File: src/rtl/cpu_pkg.sv
`default_nettype none
// ============================================================================
//  Module      : cpu_pkg
//  Description : Constants and types shared by the accumulator CPU datapath.
//                Includes the datapath width, the register count, the
//                accumulator source select and the ALU opcode encodings
//                used by the decoder and the ALU.
//  Revision    : 1.0 - initial release
// ============================================================================
package cpu_pkg;

    localparam int W        = 8;
    localparam int NUM_REGS = 16;

    typedef enum logic [1:0] {
        SRC_ALU = 2'd0,
        SRC_MEM = 2'd1,
        SRC_IMM = 2'd2,
        SRC_REG = 2'd3
    } acc_src_t;

    // ALU opcodes, shared with the decoder and the ALU
    localparam logic [3:0] OP_PASS = 4'b0000;
    localparam logic [3:0] OP_AND  = 4'b0001;
    localparam logic [3:0] OP_ADD  = 4'b0010;
    localparam logic [3:0] OP_SUB  = 4'b0011;
    localparam logic [3:0] OP_OR   = 4'b0100;
    localparam logic [3:0] OP_XOR  = 4'b0101;
    localparam logic [3:0] OP_NOT  = 4'b0110;
    localparam logic [3:0] OP_SHL  = 4'b0111;
    localparam logic [3:0] OP_SHR  = 4'b1000;
    localparam logic [3:0] OP_CMP  = 4'b1010;

endpackage : cpu_pkg
`default_nettype wire

File: src/rtl/flag_reg.sv
`default_nettype none
// ============================================================================
//  Module      : flag_reg
//  Description : Z/C/N/V status flags of the accumulator CPU.
//                C : clr_c forces 0 (beats carry_we), else carry_we loads alu_c.
//                Z/N : loaded from the ALU only on cmp_we.
//                V : loaded from the ALU on v_we.
//  Ports       : clk, reset       - clock, synchronous active-high reset
//                carry_we, cmp_we, v_we, clr_c - flag update controls
//                alu_c/z/n/v      - flag values from the ALU
//                c_out/z_out/n_out/v_out - current flag state
//  Revision    : 1.0 - initial release
// ============================================================================
module flag_reg
(
    input  logic clk,
    input  logic reset,
    input  logic carry_we,
    input  logic cmp_we,
    input  logic v_we,
    input  logic clr_c,
    input  logic alu_c,
    input  logic alu_z,
    input  logic alu_n,
    input  logic alu_v,
    output logic c_out,
    output logic z_out,
    output logic n_out,
    output logic v_out
);

    logic r_c;
    logic r_z;
    logic r_n;
    logic r_v;

    always_ff @(posedge clk) begin
        if (reset) begin
            r_c <= 1'b0;
            r_z <= 1'b0;
            r_n <= 1'b0;
            r_v <= 1'b0;
        end else begin
            if (clr_c) begin
                r_c <= 1'b0;
            end else if (carry_we) begin
                r_c <= alu_c;
            end
            if (cmp_we) begin
                r_z <= alu_z;
                r_n <= alu_n;
            end
            if (v_we) begin
                r_v <= alu_v;
            end
        end
    end

    assign c_out = r_c;
    assign z_out = r_z;
    assign n_out = r_n;
    assign v_out = r_v;

endmodule : flag_reg
`default_nettype wire

File: src/rtl/acc_regfile.sv
`default_nettype none
// ============================================================================
//  Module      : acc_regfile
//  Description : Architectural state of the accumulator CPU: the accumulator,
//                the general register file and the status flags. Outputs are
//                read straight from state (no write-through bypass).
//  Ports       : clk, reset                - clock, synchronous active-high reset
//                rd_addr                   - register read / write select
//                acc_out, reg_out          - accumulator, reg[rd_addr]
//                c_out, z_out, n_out, v_out - status flags
//                acc_we, acc_src           - accumulator write and source
//                reg_we                    - write reg[rd_addr] with accumulator
//                alu_result, alu_c/z/n/v   - ALU result and flags
//                mem_data, imm             - load data, 5-bit immediate
//                carry_we, cmp_we, v_we, clr_c - flag update controls
//  Revision    : 1.0 - initial release
// ============================================================================
module acc_regfile
    import cpu_pkg::*;
#(
    parameter int W        = cpu_pkg::W,
    parameter int NUM_REGS = cpu_pkg::NUM_REGS
)
(
    input  logic                        clk,
    input  logic                        reset,
    input  logic [$clog2(NUM_REGS)-1:0] rd_addr,
    output logic [W-1:0]                acc_out,
    output logic [W-1:0]                reg_out,
    output logic                        c_out,
    output logic                        z_out,
    output logic                        n_out,
    output logic                        v_out,
    input  logic                        acc_we,
    input  logic [1:0]                  acc_src,
    input  logic                        reg_we,
    input  logic [W-1:0]                alu_result,
    input  logic                        alu_c,
    input  logic                        alu_z,
    input  logic                        alu_n,
    input  logic                        alu_v,
    input  logic [W-1:0]                mem_data,
    input  logic [4:0]                  imm,
    input  logic                        carry_we,
    input  logic                        cmp_we,
    input  logic                        v_we,
    input  logic                        clr_c
);

    logic [W-1:0] r_acc;
    logic [W-1:0] r_regs [NUM_REGS];

    acc_src_t     w_src;
    logic         w_addr_ok;
    logic [W-1:0] w_reg_rd;
    logic [W-1:0] w_acc_next;

    assign w_src     = acc_src_t'(acc_src);
    // Addresses beyond the populated registers read 0 and drop writes
    assign w_addr_ok = (32'(rd_addr) < NUM_REGS);
    assign w_reg_rd  = w_addr_ok ? r_regs[rd_addr] : '0;

    always_comb begin
        w_acc_next = alu_result;
        case (w_src)
            SRC_ALU: w_acc_next = alu_result;
            SRC_MEM: w_acc_next = mem_data;
            SRC_IMM: w_acc_next = {{(W-5){1'b0}}, imm};
            SRC_REG: w_acc_next = w_reg_rd;
            default: w_acc_next = alu_result;
        endcase
    end

    // Both writes use pre-edge values, so acc_we+SRC_REG+reg_we is a swap
    always_ff @(posedge clk) begin
        if (reset) begin
            r_acc <= '0;
            for (int i = 0; i < NUM_REGS; i++) begin
                r_regs[i] <= '0;
            end
        end else begin
            if (acc_we) begin
                r_acc <= w_acc_next;
            end
            if (reg_we && w_addr_ok) begin
                r_regs[rd_addr] <= r_acc;
            end
        end
    end

    assign acc_out = r_acc;
    assign reg_out = w_reg_rd;

    flag_reg u_flag_reg (
        .clk      (clk),
        .reset    (reset),
        .carry_we (carry_we),
        .cmp_we   (cmp_we),
        .v_we     (v_we),
        .clr_c    (clr_c),
        .alu_c    (alu_c),
        .alu_z    (alu_z),
        .alu_n    (alu_n),
        .alu_v    (alu_v),
        .c_out    (c_out),
        .z_out    (z_out),
        .n_out    (n_out),
        .v_out    (v_out)
    );

endmodule : acc_regfile
`default_nettype wire

File: config.mk
export PLATFORM = sky130hd
export DESIGN_NAME = acc_regfile
export DESIGN_NICKNAME = d
export VERILOG_FILES = /design/src/rtl/cpu_pkg.sv /design/src/rtl/flag_reg.sv /design/src/rtl/acc_regfile.sv
export SDC_FILE = /design/constraint.sdc
export NUM_CORES = 1
export LEC_CHECK = 0
export BUFFER_PORTS_ARGS = -buffer_cell sky130_fd_sc_hd__buf_2
export CELL_PAD_IN_SITES_DETAIL_PLACEMENT = 1
export CELL_PAD_IN_SITES_GLOBAL_PLACEMENT = 1
export CORE_MARGIN = 10
export CORE_UTILIZATION = 45
export CTS_CLUSTER_DIAMETER = 40
export DETAILED_ROUTE_END_ITERATION = 7
export PLACE_DENSITY_LB_ADDON = 0.1
export RECOVER_POWER = 25
export SKIP_CTS_REPAIR_TIMING = 1
export SKIP_LAST_GASP = 1
export SLEW_MARGIN = 5
export SYNTH_ARGS = -nofsm -noshare
export SYNTH_HDL_FRONTEND = slang
export SYNTH_HIERARCHICAL = 1
export SYNTH_SLANG_ARGS = --single-unit
File: constraint.sdc
create_clock -name clk -period 1.5 [get_ports clk]
set_input_delay 0.15 -clock clk [delete_from_list [all_inputs] [get_ports clk]]
set_output_delay 0.15 -clock clk [all_outputs]
set_load 0.005 [all_outputs]
==> out/metrics.yaml <==
outcome:
  outcome: "finished, violations left"
  violations: "hold timing, setup timing"
clock_tree:
  clk_pin_slew_ns: 0.06
  clockBufferDepth: 2
  cts_sinks: 140
  clk_latency_ns: 0.42
  cts_root_buf: "clkbuf_16"
  cts_max_level: 4
  cts_buffers: 17
  cts_tree: "done"
routing:
  drc: 0
  viasPerCell: 5.58
  drtPass1Iterations: 5
  drt-initial-drc-count: 264
  ant_nets: 0
  routed_wl_um: 17800
  vias: 4150
  avgRoutedWirePerCell_um: 23.9
place:
  gp_congestion: 0.798
  port_buffers: 58
  hpwl_um: 12300
  dpl_cell_area_mm2: 0.00743
logic_synthesis:
  synth_top_area_share_pct: 57.3
  ys_seq_area_share_pct: 60.9
  yosysTopAreaCell: "edfxtp_1"
  syn_inst: 449
  avgSynthCellArea_um2: 14.9
  synth.distinct_cells: 27
  postSynthNetCount: 488
  synth_area_mm2: 0.00670
  yosys_warnings: 6
  synth_seq_cells: 140
  synth_area_leaders: "edfxtp_1 (57%), and2_1 (12%), mux4_1 (6.7%)"
sta:
  drv_slew: 0
  clock_skew_ns: 0.00567
  holdWs_ns: -0.0240
  setup_viol: 52
  post-route-min-period_ns: 1.98
  postLayoutSetupSlackWorst_ns: -0.484
  rsz0062_at_grt: "yes"
  relSlewSlack_pct: 69.9
  hold_viol_final: 2
  post-route-period-util_pct: 132
  fmax_mhz: 504
  worstMarginPinSlew_ns: 0.452
layout:
  diodes: 0
  num-nets-final: 586
  multi_input_area_mm2: 0.00243
  final_area_mm2: 0.00798
  fin_util_pct: 54.7
  layout_common_cells: "edfxtp_1 (128), and2_1 (107), buf_2 (52)"
  drive_above_1_share_pct: 30.7
  final_common_cell: "edfxtp_1"
  regArea_mm2: 0.00408
  fillers: 1421
  areaGrowthSynthToFinish_pct: 19.0
hold_path:
  hold_class: "in -> reg"
  hold_path_depth: 3
job:
  maxCapViolCount: 0
die:
  core_area_mm2: 0.0146
  start_util_pct: 46.0
  ios: 59
  die_w_um: 142
  rows: 44
  fp.dieArea_mm2: 0.0202
  die_h_um: 142
grt:
  grt-ovfl-total: 0
  antenna_found_initial: 1
  grt_first_pass_wirelength_um: 27000
  grt_start_max_net_pins: 29
  grtUsageTotal_pct: 17.9
  grt_pass1_vias: 4593
pwr:
  power_leakage_uw: 0.00309
  ir_drop_v: 0.000732
  p_total_uw: 9470
  power_density_mw_per_mm2: 1190
setup_path:
  cp.arrival_ns: 1.83
  worst_setup_path_start_kind: "register"
  crit_type: "reg -> out"
  required_ns: 1.35
  critPathMaxFanout: 2
  reg2reg_depth: 5
  end_kind: "output pin"
## per-layer routing
metal,track usage [%],vias to the layer above,part of all wire [%]
met5,0,-,0
met4,5.27,0,0.90
met3,5.87,12,8.2
met2,28.8,145,48
met1,22.4,2127,43
li1,-,1866,-
## final cells by class
type | count | share of cell area (%)
well taps | 184 | 2.88
multi-input cells | 284 | 30.4
flip-flops and latches | 140 | 51.2
repair buffers | 104 | 8.28
clock inverters | 11 | 1.49
clock buffers | 21 | 5.77
## path summary, 6_finish.rpt
kind	from	end	slack, ns
max	r_regs[6][4]$_SDFFCE_PN0P_	reg_out[4]	-0.48
min	alu_v	u_flag_reg/v_out$_SDFFE_PP0P_	-0.02
max reg2reg	r_regs[8][3]$_SDFFCE_PN0P_	acc_out[3]$_SDFFE_PP0P_	-0.10
min reg2reg	u_flag_reg/n_out$_SDFFE_PP0P_	u_flag_reg/n_out$_SDFFE_PP0P_	0.50
## logic make-up after synthesis
family / Yosys count / share of synthesized area (%)
compound gates: 29 / 2.89
buf+inv: 25 / 2.82
flops: 140 / 60.9
mux: 68 / 17.1
simple gates: 187 / 16.3
## report_power, final
group | switching [uW] | internal (uW) | leakage [uW]
logic | 513 | 397 | 0.00139
registers | 50.7 | 4410 | 0.00142
clock network | 1580 | 2520 | 0.000275
## worst max-delay path, stage by stage, from the launching register on
cell      delay, ns
edfxtp_1       0.36
mux4_1         0.53
mux2i_1        0.22
mux2i_1        0.15
buf_2          0.16
## sequential cells by signal, summed over array words and instances, names as in the netlist
signal	count
acc_out	8
r_regs	128
u_flag_reg/v_out	1
u_flag_reg/n_out	1
u_flag_reg/z_out	1
u_flag_reg/c_out	1
## metrics by stage
step           instances  worst slack (ns)  TNS (ns)
2_1_floorplan        449            0.0339         0
3_3_place_gp         707            -0.335    -13.15
3_5_place_dp         707            -0.348    -16.65
4_1_cts              739            -0.611     -4.94
5_1_grt              744            -0.570    -22.10
6_report             744            -0.484     -5.28
## synth_stat cells
master,number
o22a_1,5
a21oi_1,5
o22ai_1,3
nand3_1,2
buf_2,4
o21a_1,3
clkbuf_1,10
mux2i_1,36
or2_2,16
o21bai_1,5
and2_1,128
nand2_1,2
mux4_2,15
dfxtp_1,12
nor2_1,27
buf_12,2
nand3b_1,3
nor3_1,5
o21ai_0,3
mux4_1,17
nor2b_1,2
a31oi_1,5
dlygate4sd1_1,1
buf_6,6
edfxtp_1,128
nand2b_1,2
buf_4,2
Note: power is estimated with default switching activity, not from simulation.
